===== src/rtl/transmit_link_output_buffer.sv =====
// Store-and-forward packet FIFO between input_link_router and one transmit link.
// Holds whole packets until their last word arrives, with forced cut-through when the store fills.
module transmit_link_output_buffer #(
  parameter int LINK_NUMBER = 0,
  parameter int DATA_WIDTH  = 32,
  parameter int ADDR_WIDTH  = 4,
  parameter int FULL_MARGIN = 2
) (
  input  logic                  clk,
  input  logic                  rst_n,
  input  logic [DATA_WIDTH-1:0] in_data,
  input  logic                  in_valid,
  input  logic                  in_last,
  input  logic                  flush,
  output logic                  transmit_link_output_buffer_full,
  output logic [DATA_WIDTH-1:0] link_data,
  output logic                  link_valid,
  output logic                  link_last,
  input  logic                  link_ready,
  output logic [ADDR_WIDTH:0]   occupancy,
  output logic [ADDR_WIDTH:0]   packet_count,
  output logic                  overflow
);

  localparam int DEPTH = 2 ** ADDR_WIDTH;
  localparam logic [ADDR_WIDTH:0] DEPTH_C = (ADDR_WIDTH+1)'(DEPTH);
  localparam logic [ADDR_WIDTH:0] FULL_C  = (ADDR_WIDTH+1)'(DEPTH - FULL_MARGIN);
  localparam logic [ADDR_WIDTH:0] ONE_C   = (ADDR_WIDTH+1)'(1);

  if (FULL_MARGIN < 1 || FULL_MARGIN > DEPTH - 1 || LINK_NUMBER < 0) begin : g_param_check
    $error("transmit_link_output_buffer: FULL_MARGIN must be 1..DEPTH-1 and LINK_NUMBER >= 0");
  end

  typedef enum logic {
    IDLE = 1'b0,
    SEND = 1'b1
  } state_t;

  state_t                state_q, state_d;
  logic [DATA_WIDTH:0]   mem [DEPTH];
  logic [ADDR_WIDTH:0]   wr_ptr, rd_ptr;
  logic [ADDR_WIDTH:0]   occ_next, pc_next;
  logic [DATA_WIDTH:0]   head;
  logic                  at_capacity, xfer, wr_en, drop, wr_last, rd_last;

  // Pointers carry one extra bit, so their difference spans 0..DEPTH without ambiguity.
  assign occupancy   = wr_ptr - rd_ptr;
  assign at_capacity = (occupancy == DEPTH_C);

  assign head      = mem[rd_ptr[ADDR_WIDTH-1:0]];
  assign link_data = head[DATA_WIDTH-1:0];
  assign link_last = head[DATA_WIDTH];

  assign link_valid = (state_q == SEND) && (occupancy != '0);
  assign xfer       = link_valid && link_ready;

  // A transfer frees the head slot in the same cycle, so a full store can still accept a word.
  assign wr_en   = in_valid && (!at_capacity || xfer) && !flush;
  assign drop    = in_valid && at_capacity && !xfer;
  assign wr_last = wr_en && in_last;
  assign rd_last = xfer && link_last;

  always_comb begin
    // NOTE: every combinational output gets a default first so no path can infer a latch.
    occ_next = occupancy;
    pc_next  = packet_count;
    case ({wr_en, xfer})
      2'b10:   occ_next = occupancy + ONE_C;
      2'b01:   occ_next = occupancy - ONE_C;
      default: occ_next = occupancy;
    endcase
    case ({wr_last, rd_last})
      2'b10:   pc_next = packet_count + ONE_C;
      2'b01:   pc_next = packet_count - ONE_C;
      default: pc_next = packet_count;
    endcase
  end

  always_comb begin
    state_d = state_q;
    case (state_q)
      IDLE: begin
        // A store that fills with no complete packet must start sending or it deadlocks.
        if (packet_count != '0 || at_capacity) state_d = SEND;
      end
      SEND: begin
        if (rd_last && pc_next == '0) state_d = IDLE;
      end
      default: state_d = IDLE;
    endcase
    if (flush) state_d = IDLE;
  end

  always_ff @(posedge clk or negedge rst_n) begin
    // NOTE: sequential state uses non-blocking assignments so every register samples pre-edge values.
    if (!rst_n) begin
      state_q                          <= IDLE;
      wr_ptr                           <= '0;
      rd_ptr                           <= '0;
      packet_count                     <= '0;
      overflow                         <= 1'b0;
      transmit_link_output_buffer_full <= 1'b0;
    end else if (flush) begin
      state_q                          <= IDLE;
      wr_ptr                           <= '0;
      rd_ptr                           <= '0;
      packet_count                     <= '0;
      overflow                         <= 1'b0;
      transmit_link_output_buffer_full <= 1'b0;
    end else begin
      state_q                          <= state_d;
      packet_count                     <= pc_next;
      transmit_link_output_buffer_full <= (occ_next >= FULL_C);
      if (wr_en) wr_ptr <= wr_ptr + ONE_C;
      if (xfer)  rd_ptr <= rd_ptr + ONE_C;
      if (drop)  overflow <= 1'b1;
    end
  end

  // NOTE: the storage array has no reset; pointers define what is valid, so contents may be stale.
  always_ff @(posedge clk) begin
    if (wr_en) mem[wr_ptr[ADDR_WIDTH-1:0]] <= {in_last, in_data};
  end

endmodule


===== config.mk =====
export PLATFORM = sky130hd
export DESIGN_NAME = transmit_link_output_buffer
export DESIGN_NICKNAME = d
export VERILOG_FILES = /design/src/rtl/transmit_link_output_buffer.sv
export SDC_FILE = /design/constraint.sdc
export NUM_CORES = 1
export LEC_CHECK = 0
export CAP_MARGIN = 25
export CORE_ASPECT_RATIO = 1.2
export CORE_UTILIZATION = 45
export DETAILED_ROUTE_END_ITERATION = 10
export PLACE_DENSITY = 0.65
export SLEW_MARGIN = 30
export SYNTH_ARGS = -nofsm -noshare
export SYNTH_HDL_FRONTEND = slang
export SYNTH_SLANG_ARGS = --single-unit

===== constraint.sdc =====
create_clock -name clk -period 5.9 [get_ports clk]
set_input_delay 1.77 -clock clk [delete_from_list [all_inputs] [get_ports clk]]
set_output_delay 1.77 -clock clk [all_outputs]
set_load 0.005 [all_outputs]

==> flow_summary.ini <==
[status]
outcome = finished clean

[final_layout]
fillers = 3538
antenna_cells = 0
area_growth_pct = 15.4
drive_above_1_share_pct = 27.2
layout_commonest_cell = edfxtp_1
final_cell_mix = 528 x edfxtp_1, 165 x mux4_2, 83 x clkdlybuf4s50_1
design_area_um2 = 24600
nNetsFinal = 1092
stdcell_count = 1691

[placement]
placed_area_um2 = 23000
hpwl_um = 21800
dp_cells = 1595
gp_congestion = 0.739
portBuffers = 83

[worst_hold_path]
hold_depth = 2
min_from = overflow$_DFFE_PN0P_
hold_path_class = reg -> reg
hold_end = overflow$_DFFE_PN0P_

[floorplan]
die_x_um = 201
io_pins = 84
core_um2 = 46300
fp-row-count = 86
start_util_pct = 46.0
die_area_um2 = 48200
die_h_um = 240

[timing]
fmax_mhz = 192
period_minus_slack_ps = 5200
rsz0062_at_grt = no
drv_slew = 0
tightestPinTransition_ps = 886
setup_tns_ps = 0
relSlewSlack_pct = 41.0
finalSetupViolations = 0
timing.final.hold_violations = 0
fin_crit_sh_pct = 88.1
finalHoldWorstSlack_ps = 503
skew_ps = 19.7

[clock_network]
htree_num_levels = 2
cts_sinks = 546
clk_path_buf_depth = 3
cts_buffers = 53
clock-root-buffer = clkbuf_16
cts_resized = 0
hold_buffers = 0
clk_pin_slew_ps = 60
clock_latency_ps = 570
cts_tree = yes
cts_setup_buffers = 0

[critical_path]
critPathKind = reg -> out
path_cells = buf_4 -> mux4_2 -> mux4_2 -> clkdlybuf4s50_1
timing.rr.start = rd_ptr[1]$_DFFE_PN0P_
worstPathArrival_ps = 3430
slowest_stage = dfrtp_4
crit_fanout = 55
max_stage_delay_ps = 950
required_ps = 4130
ff2ff_path_depth = 16
worstReg2RegEnd = state_q$_DFF_PN0_
r2r_slack_ps = 1090
endpoint_kind = output port
cpMostUsedCell = mux4_2
start_kind = register

[power_and_ir_drop]
p_per_area_nw_per_um2 = 319
power.leakage_nw = 7.67
vdd_drop_max_mv = 0.255

[logic_synthesis]
ys.warnings.count = 0
syn_inst = 910
synth-edff-count = 528
synth_nets = 968
synth_top_area_share_pct = 74.4
yosysSeqAreaShare_pct = 76.6
synth_seq_cells = 546
synth_top_cell_by_area = edfxtp_1
synth.avg_cell_area_um2 = 23.4
synth_ff_type = edfxtp_1
synth.area.top_cells = edfxtp_1 74%, mux4_2 17%, dfrtp_1 2.1%, ha_1 1.0%, nor2_1 0.41%
ys_async_sr_fraction_pct = 3.30
synth_area_um2 = 21300
synth.distinct_cells = 42

[grt]
grt_pass1_vias = 9846
grt_use_total_pct = 18.1
grt_pass1_wl_um = 63500
antenna_found_initial = 3
grt-ovfl-total = 0
grt_max_degree = 73

[drt]
dr.pass1.iters = 5
viasPerCell = 5.60
vias = 9474
wirelength_um = 42700
wl_per_cell_um = 25.2
drt_iter0_drc = 912
ant_nets = 0
drc = 0

[job]
maxCapViolCount = 0
final cells by class:
class | count | area, um^2 | area share, %
clock buffer | 66 | 1420 | 5.77
clock inverter | 30 | 168 | 0.682
timing repair buffer | 111 | 1070 | 4.34
sequential | 546 | 16300 | 66.4
multi-input combinational | 307 | 4780 | 19.4
tap | 616 | 771 | 3.14
inverter | 15 | 56.3 | 0.229
Yosys cell counts, types with 2 or more instances:
master,instances
a21o_1,3
a21oi_1,12
a31oi_1,2
and2_1,12
and3_1,4
buf_1,9
buf_2,16
clkbuf_1,16
dfrtp_1,18
edfxtp_1,528
fa_1,3
ha_1,17
inv_1,14
mux2i_1,2
mux4_2,165
nand2_1,7
nand3_1,5
nor2_1,23
nor2b_1,3
nor3_1,6
nor4_1,2
nor4_2,2
o21a_1,3
o21ai_0,6
or3_1,4
xnor2_1,4
xor2_1,9
how the worst max path moves through the flow:
stage / start / end
finish: rd_ptr[1]$_DFFE_PN0P_ / link_data[13]
CTS: rd_ptr[1]$_DFFE_PN0P_ / link_data[13]
global route: rd_ptr[1]$_DFFE_PN0P_ / link_last
detailed placement: link_ready / state_q$_DFF_PN0_
floorplan: rd_ptr[2]$_DFFE_PN0P_ / mem[15][0]$_DFFE_PP_
global placement: link_ready / state_q$_DFF_PN0_
worst max-delay path, delay by kind of cell, from the launching register on:
family / cells / cell delay [ps]
buf+inv: 2 / 970
flops: 1 / 950
mux: 2 / 880
through the flow:
step | setup WS (ps) | utilization (%) | total power, mW
3_3_place_gp | 875 | 49.7 | 4.80
3_5_place_dp | 722 | 49.7 | 4.81
6_report | 702 | 53.1 | 7.84
5_1_grt | 529 | 53.1 | 8.07
4_1_cts | 621 | 53.1 | 7.90
2_1_floorplan | 609 | - | 4.62
metal layers:
layer	track usage, %	wire [um]
met1	23.7	17700
met2	32.1	22500
met3	2.56	1850
met4	4.05	582
met5	0	36
power breakdown:
group,internal [mW],switching (mW)
logic,0.212,0.205
clock network,1.74,1.37
registers,4.29,0.0158
total,6.24,1.59
kinds of logic (layout without fill, tap and decap cells):
family	Yosys count	count (layout)	share of synthesized area, %
buf+inv	57	222	1.12
flops	546	546	76.6
fa+ha+maj	20	20	1.28
simple gates	74	74	1.87
xor+xnor	14	14	0.611
compound gates	30	30	0.899
mux	169	169	17.7
sequential cells by signal, indices dropped and copies added, names as in the netlist:
register / flops
mem: 528
packet_count: 5
rd_ptr: 5
wr_ptr: 5
overflow: 1
state_q: 1
transmit_link_output_buffer_full: 1
No activity file was read; power rests on OpenSTA's default activity.
